[src/rtl/servo_pwm_posicao_if.sv]
// servo_pwm_posicao_if: control/status bundle of the servo PWM generator.
//   master drives  : ligar (enable), posicao (position index 0..7)
//   master samples : pwm, fim_periodo, em_movimento, db_largura (W = $clog2(PERIODO))
interface servo_pwm_posicao_if #(
    parameter int PERIODO = 1_000_000
);
    localparam int W = $clog2(PERIODO);

    logic         ligar;
    logic [2:0]   posicao;
    logic         pwm;
    logic         fim_periodo;
    logic         em_movimento;
    logic [W-1:0] db_largura;

    modport master (
        output ligar, posicao,
        input  pwm, fim_periodo, em_movimento, db_largura
    );

    modport slave (
        input  ligar, posicao,
        output pwm, fim_periodo, em_movimento, db_largura
    );
endinterface

[src/rtl/servo_pwm_posicao.sv]
// servo_pwm_posicao: 3-bit position index to servo PWM, width LARG_MIN + posicao*LARG_PASSO.
//   i_clock            system clock, rising edge
//   i_clr              asynchronous reset, active-low
//   bus.ligar          enable; 0 = PWM off, counter held at 0, width snaps to target
//   bus.posicao        requested position index
//   bus.pwm            registered servo PWM output
//   bus.fim_periodo    registered one-cycle pulse on the last cycle of each period
//   bus.em_movimento   applied width differs from target width
//   bus.db_largura     applied pulse width (debug)
//   Optional macro SERVO_RAMPA_EN: width slews toward the target by at most
//   RAMPA_PASSO per period instead of jumping.
module servo_pwm_posicao #(
    parameter int PERIODO     = 1_000_000,
    parameter int LARG_MIN    = 50_000,
    parameter int LARG_PASSO  = 7_143,
    parameter int RAMPA_PASSO = 1_000
) (
    input  logic                  i_clock,
    input  logic                  i_clr,
    servo_pwm_posicao_if.slave    bus
);
    localparam int W = $clog2(PERIODO);
    localparam logic [W-1:0] L_MIN   = W'(LARG_MIN);
    localparam logic [W-1:0] L_PASSO = W'(LARG_PASSO);
    localparam logic [W-1:0] C_ULT   = W'(PERIODO - 1);

    // The widest pulse must leave at least one low cycle, and a zero ramp step would freeze the servo.
    if (LARG_MIN + 7 * LARG_PASSO >= PERIODO || RAMPA_PASSO < 1) begin : g_erro
        $error("ERRO: configuracao invalida do servo_pwm_posicao");
    end

    logic [W-1:0] r_cnt;
    logic [W-1:0] r_largura;
    logic         r_pwm;
    logic         r_fim;
    logic [W-1:0] w_alvo;
    logic [W-1:0] w_prox;
    logic         w_ultimo;

    assign w_alvo   = L_MIN + W'(bus.posicao) * L_PASSO;
    assign w_ultimo = (r_cnt == C_ULT);

`ifdef SERVO_RAMPA_EN
    logic         w_sobe;
    logic [W-1:0] w_dif;

    // Step is clamped to the remaining distance so the width lands exactly on the target.
    always_comb begin
        w_sobe = w_alvo > r_largura;
        w_dif  = w_sobe ? w_alvo - r_largura : r_largura - w_alvo;
        w_prox = (int'(w_dif) <= RAMPA_PASSO) ? w_alvo :
                 w_sobe ? r_largura + W'(RAMPA_PASSO) : r_largura - W'(RAMPA_PASSO);
    end
`else
    assign w_prox = w_alvo;
`endif

    // Width is only reloaded on the wrap edge, so a period in progress is never reshaped.
    always_ff @(posedge i_clock or negedge i_clr) begin
        if (!i_clr) begin
            r_cnt     <= '0;
            r_pwm     <= 1'b0;
            r_fim     <= 1'b0;
            r_largura <= L_MIN;
        end else if (!bus.ligar) begin
            r_cnt     <= '0;
            r_pwm     <= 1'b0;
            r_fim     <= 1'b0;
            r_largura <= w_alvo;
        end else begin
            r_cnt <= w_ultimo ? '0 : r_cnt + 1'b1;
            r_pwm <= r_cnt < r_largura;
            r_fim <= w_ultimo;
            if (w_ultimo)
                r_largura <= w_prox;
        end
    end

    assign bus.pwm          = r_pwm;
    assign bus.fim_periodo  = r_fim;
    assign bus.em_movimento = r_largura != w_alvo;
    assign bus.db_largura   = r_largura;
endmodule

[src/flat_wrapper.sv]
// flat-port wrapper written by rule: the top's interface ports become plain ports
module servo_pwm_posicao_flat 
#(
    parameter int PERIODO     = 1_000_000,
    parameter int LARG_MIN    = 50_000,
    parameter int LARG_PASSO  = 7_143,
    parameter int RAMPA_PASSO = 1_000
)
  (i_clock, i_clr, bus_ligar, bus_posicao, bus_pwm, bus_fim_periodo, bus_em_movimento, bus_db_largura);
  servo_pwm_posicao_if #(.PERIODO(PERIODO)) bus_i ();
  input  logic i_clock;
  input  logic i_clr;
  input wire logic [$bits(bus_i.ligar)-1:0] bus_ligar;
  input wire logic [$bits(bus_i.posicao)-1:0] bus_posicao;
  output wire logic [$bits(bus_i.pwm)-1:0] bus_pwm;
  output wire logic [$bits(bus_i.fim_periodo)-1:0] bus_fim_periodo;
  output wire logic [$bits(bus_i.em_movimento)-1:0] bus_em_movimento;
  output wire logic [$bits(bus_i.db_largura)-1:0] bus_db_largura;
  assign bus_i.ligar = bus_ligar;
  assign bus_i.posicao = bus_posicao;
  assign bus_pwm = bus_i.pwm;
  assign bus_fim_periodo = bus_i.fim_periodo;
  assign bus_em_movimento = bus_i.em_movimento;
  assign bus_db_largura = bus_i.db_largura;
  servo_pwm_posicao #(.PERIODO(PERIODO), .LARG_MIN(LARG_MIN), .LARG_PASSO(LARG_PASSO), .RAMPA_PASSO(RAMPA_PASSO)) u_core (.i_clock(i_clock), .i_clr(i_clr), .bus(bus_i));
endmodule
[config.mk]
export PLATFORM = sky130hd
export DESIGN_NAME = servo_pwm_posicao_flat
export DESIGN_NICKNAME = d
export VERILOG_FILES = /design/src/rtl/servo_pwm_posicao_if.sv /design/src/rtl/servo_pwm_posicao.sv /design/src/flat_wrapper.sv
export SDC_FILE = /design/constraint.sdc
export NUM_CORES = 1
export LEC_CHECK = 0
export CORE_MARGIN = 2
export CORE_UTILIZATION = 35
export DETAILED_ROUTE_END_ITERATION = 10
export GPL_TIMING_DRIVEN = 0
export HOLD_SLACK_MARGIN = 0.12
export SYNTH_ARGS = -nofsm -noshare
export SYNTH_HDL_FRONTEND = slang
export SYNTH_SLANG_ARGS = --single-unit
export TNS_END_PERCENT = 10
[constraint.sdc]
create_clock -name i_clock -period 5.15 [get_ports i_clock]
set_clock_uncertainty 0.2 [all_clocks]
set_input_delay 0.515 -clock i_clock [delete_from_list [all_inputs] [get_ports i_clock]]
set_output_delay 0.515 -clock i_clock [all_outputs]
set_load 0.005 [all_outputs]
; Word-level counts from Yosys, hierarchy flattened
; Index checks and enable logic that the tools add are counted.
[word_totals]
regBits = 42
[classes]
add_sub_neg = 2
multipliers = 1
order_cmp = 1
eq_ne = 3
n_mux = 6
[op_table]
columns = cell, count
row1 = two-way mux 20 bit, 4
row2 = adder 20 x 1 -> 20 bit (second input constant), 1
row3 = == test 20 bit (second input constant), 1
row4 = less-than comparator 20 bit, 1
row5 = inequality test 20 bit, 1
row6 = adder 16 x 16 -> 17 bit (first input constant), 1
row7 = multiplier 3 x 13 -> 16 bit (second input constant), 1
row8 = two-way mux 1 bit, 2
row9 = inequality test 2 x 1 -> 1 bit (second input constant), 1

; Logic depth before layout (Yosys ltp)
; Gate-level depths: netlist of the first run.
[depth]
depth_word = 4
mapped_depth = 13
depth_no_buf = 13

; Worst setup path before layout of the first run
; No wires, ideal clock.
[synth_path]
kind = in2out
startpoint = input bus_posicao[0]
endpoint = output bus_em_movimento
arrival_ns = 2.961
setup_slack_ns = 1.474
cell_stages = 11
n_path_buf = 0
path_cell_list = fa_1 > ha_1 > ha_1 > inv_1 > fa_1 > o311ai_0 > o21a_1 > xnor2_1 > xnor2_1 > and4_1 > o2111ai_1
[synth_between]
elab_chain_cells = 3
[synth_rtl]
columns = item, line
row1 = from (decl), flat_wrapper.sv:14  ; input wire logic [$bits(bus_i.posicao)-1:0] bus_posicao;
row2 = multiplier 3 x 13 -> 16 bit, servo_pwm_posicao.sv:40  ; assign w_alvo = L_MIN + W'(bus.posicao) * L_PASSO;
row3 = adder 16 x 16 -> 17 bit, servo_pwm_posicao.sv:40
row4 = inequality test 20 bit, servo_pwm_posicao.sv:81  ; assign bus.em_movimento = r_largura != w_alvo;
row5 = to (decl), flat_wrapper.sv:17  ; output wire logic [$bits(bus_i.em_movimento)-1:0] bus_em_movimento;
; Every way passes these cells.

; Final worst setup path of the first run
; Ends and elaborated chain as after synthesis.

==> run_results.csv, run 1 <==
group,metric,value,unit
clock_tree,postCtsSetupBuffers,0,
floorplanning,fp.coreArea,8721,um2
clock_tree,root_buffer,"clkbuf_8",
min_path,hold_class,"in -> async",
worst_setup_path,crit_chain,"buf_2 > fa_2 > ha_1 > ha_1 > inv_1 > fa_1 > xor2_1 > nand3_1 > nor4_2 > o311ai_0 > nor4_1 > o2111ai_1 > clkdlybuf4s50_1",
power,p_per_area,266.7,nW/um2
global_routing,grt_max_degree,40,
detailed_routing,totalWireLength,7.192,mm
synth,yosys-top-cells-area,"dfrtp_1 26%, ha_1 17%, xnor2_1 7.2%, dfstp_2 5.0%, xor2_1 4.2%",
floorplanning,die_x,99.01,um
synth,yosys.area.top_type,"dfrtp_1",
synth,syn_inst,353,
detailed_routing,drt-vias-per-instance,5.089,
worst_setup_path,path_max_fanout,11,
clock_tree,clock_latency,0.29,ns
sta,worst_pin_slew,0.8719,ns
synth,synth-main-ff-cell,"dfrtp_1",
power,swShare,33.84,%
power,pwr-share-comb,39.4,%
detailed_routing,antenna_left,0,
synth,yosysUniqueCellTypes,46,
flow_run,cap_violations,0,
synth,async_flop_share,100.0,%
synth,synthTopCellsByCount,"42 x ha_1, 33 x dfrtp_1, 33 x inv_1, 30 x nor2_1, 27 x nand2_1",
sta,rsz0062_at_grt,"false",
global_routing,track_usage,15.49,%
power,internal_power,0.6401,mW
power,p_sw,0.3275,mW
global_routing,first_global_vias,2475,
power,power,0.9676,mW
floorplanning,start_util,36.23,%
placement,gp_congestion,0.8971,
sta,max_freq,207.9,MHz
sta,setup_viol,0,
synth,synth.cell_area,3159,um2
worst_setup_path,crit_path_start_kind,"input pin",
global_routing,antenna_found_initial,0,
synth,synth_warnings,0,
sta,fin_crit_sh,93.41,%
global_routing,grt_overflow_total,0,
clock_tree,cts.reportedPaths.clkPinSlew,0.07,ns
clock_tree,cts_inserted_buffers,5,
detailed_routing,drcViolationCount,0,
placement,dp_hpwl,5.658,mm
sta,drv_slew,0,
power,p_clk_share,21.6,%
power,pwr-share-seq,39.0,%
floorplanning,rows,34,
power,peakVddDrop,0.1134,mV
worst_setup_path,cp_num_buf_inv,3,
floorplanning,dieArea,9802,um2
worst_setup_path,worstSetupEndpointType,"output pin",
clock_tree,clock_path_buffers,2,
worst_setup_path,worst_path_max_delay_cell,"fa_2",
sta,finalHoldViolCount,0,
clock_tree,cts.htree.levels,2,
placement,io_buffers,25,
synth,synth_top_area_share,26.14,%
final_layout,nNetsFinal,439,
synth,ys_seq_area_share,31.13,%
clock_tree,cts_tree,"done",
final_layout,fill_cells,852,
synth,synth-seq-cells,39,
sta,period_minus_slack,4.810,ns
final_layout,num_antenna_cells,0,
clock_tree,cts.sinks,39,
final_layout,drive_gt1_share,8.010,%
floorplanning,die_h,99.01,um
worst_setup_path,path_class,"in -> out",
global_routing,grt_pass1_wl,12.30,mm
synth,yosysMostFrequentCell,"ha_1",
floorplanning,ioPinCount,29,
run_status,status,"completed",
detailed_routing,vias,2519,
detailed_routing,first_pass_iters,4,
detailed_routing,first_iter_violations,176,
worst_setup_path,crit_family,"adder cells",
worst_setup_path,critPathMostFrequentCell,"ha_1",
synth,synth-edff-count,0,
final_layout,area_delta_synth_final,14.85,%
power,leakage,1.722,nW
worst_setup_path,cpPeakStageDelay,0.63,ns
sta,final.setup.worst_slack,0.3396,ns
worst_setup_path,worstPathArrival,4.10,ns
worst_setup_path,crit_required,4.43,ns
placement,pre_cts_ws,-0.3513,ns
synth,synth.avg_cell_area,8.950,um2
detailed_routing,wl_per_cell,14.53,um
sta,max_slew_margin,41.87,%
## placed cells by master (no fill, tap or decap), drive strengths merged, types with 2 or more instances in the layout
cell | synthesis | layout
xor2 | 15 | 15
nand4 | 7 | 7
ha | 42 | 42
o21a | 2 | 2
o211ai | 2 | 2
mux2 | 2 | 2
a31oi | 4 | 4
clkdlybuf4s50 | 0 | 21
inv | 33 | 33
o21ai | 18 | 18
a21o | 9 | 9
nand2 | 27 | 27
o2111ai | 2 | 2
dfstp | 6 | 6
clkbuf | 4 | 12
xnor2 | 26 | 26
nor3 | 4 | 4
nand3 | 12 | 12
mux2i | 2 | 2
nor2b | 3 | 3
fa | 4 | 4
and3 | 7 | 7
a21oi | 20 | 20
dfrtp | 33 | 33
or3 | 2 | 2
nor4 | 8 | 8
nor2 | 30 | 30
buf | 7 | 9
and2 | 2 | 2
nand2b | 5 | 5
conb | 1 | 3
o311ai | 2 | 2
## power by group through the flow
| stage | clock network, mW | logic [mW] | registers [mW] |
|---|---|---|---|
| 3_3_place_gp | 0 | 0.377 | 0.383 |
| 3_5_place_dp | 0 | 0.381 | 0.383 |
| 5_1_grt | 0.228 | 0.433 | 0.383 |
| 4_1_cts | 0.215 | 0.383 | 0.378 |
| 2_1_floorplan | 0 | 0.249 | 0.378 |
| 6_report | 0.209 | 0.381 | 0.377 |
## flip-flops by register name, indices dropped and copies added (netlist names)
name / cells
u_core.r_cnt: 20
u_core.bus.db_largura: 17
u_core.bus.fim_periodo: 1
u_core.bus.pwm: 1
## final timing paths
kind,start,end,slack (ns),cells past startpoint
max in group asynchronous,i_clr,u_core.r_cnt[5],4.07,1
worst max-delay path,bus_posicao[0],bus_em_movimento,0.34,13
min in group i_clock,u_core.r_cnt[0],u_core.r_cnt[0],0.34,1
worst min-delay path,i_clr,u_core.r_cnt[12],0.14,1
worst max register to register,u_core.r_cnt[0],u_core.bus.db_largura[11],2.45,7
worst min register to register,u_core.r_cnt[0],u_core.r_cnt[0],0.34,1
## what timing repair did
action,in CTS,in global routing
endpoints found under the setup margin,1,1
pin swaps,1,1
resized for setup,5,8
hold buffers,0,0
## per-layer routing
layer	routed length (um)	share of wire (%)	up-vias	global-route usage [%]
met5	0	0	-	0
met4	99	1.4	0	3.583
met3	291	4.0	9	2.908
met2	3103	43	54	23.75
met1	3696	51	1179	22.63
li1	-	-	1277	-
## worst register-to-register path, stage by stage, from the launching register on
cell,delay (ns)
dfrtp_1,0.43
ha_1,0.24
nand3_1,0.21
nor4_1,0.52
nand2b_1,0.27
buf_2,0.30
buf_2,0.30
a21oi_1,0.10
## kinds of logic after synthesis
family	Yosys count	share of synthesized area (%)
buf+inv	44	5.940
flops	39	31.13
other cells	1	0.1187
simple gates	112	17.51
compound gates	65	12.71
fa+ha+maj	46	19.17
mux	4	1.347
xor+xnor	42	12.08
## cell type report
type | instances | area, um2 | share of cell area (%)
Buffer | 11 | 63.81 | 1.759
Multi-Input combinational cell | 272 | 2004 | 55.24
Inverter | 33 | 123.9 | 3.414
Clock buffer | 6 | 82.58 | 2.276
Clock inverter | 1 | 5.005 | 0.1379
Tap cell | 108 | 135.1 | 3.724
Sequential cell | 39 | 983.4 | 27.10
Timing Repair Buffer | 25 | 230.2 | 6.345
## through the flow
stage	std cells	cell area, um2	hold slack [ns]	TNS (ns)	utilization [%]
5_1_grt	495	3628	0.2022	0	41.61
4_1_cts	495	3633	0.1751	0	41.66
6_report	495	3628	0.1408	0	41.61
3_5_place_dp	488	3547	0.3246	-0.3513	40.67
3_3_place_gp	488	3552	0.3134	-0.3217	40.73
2_1_floorplan	355	3167	0.01941	0	-
Note: power is estimated with default switching activity, not from simulation.
==> run 2: changes to the inputs <==
--- a/config.mk
+++ b/config.mk
@@ -7,6 +7,7 @@
 export LEC_CHECK = 0
 export CORE_MARGIN = 2
 export CORE_UTILIZATION = 35
+export CTS_CLUSTER_DIAMETER = 40
 export DETAILED_ROUTE_END_ITERATION = 10
 export GPL_TIMING_DRIVEN = 0
 export HOLD_SLACK_MARGIN = 0.12
==> results of run 2 <==
No change in the layout: final DEF, timing and power equal those of run 1.
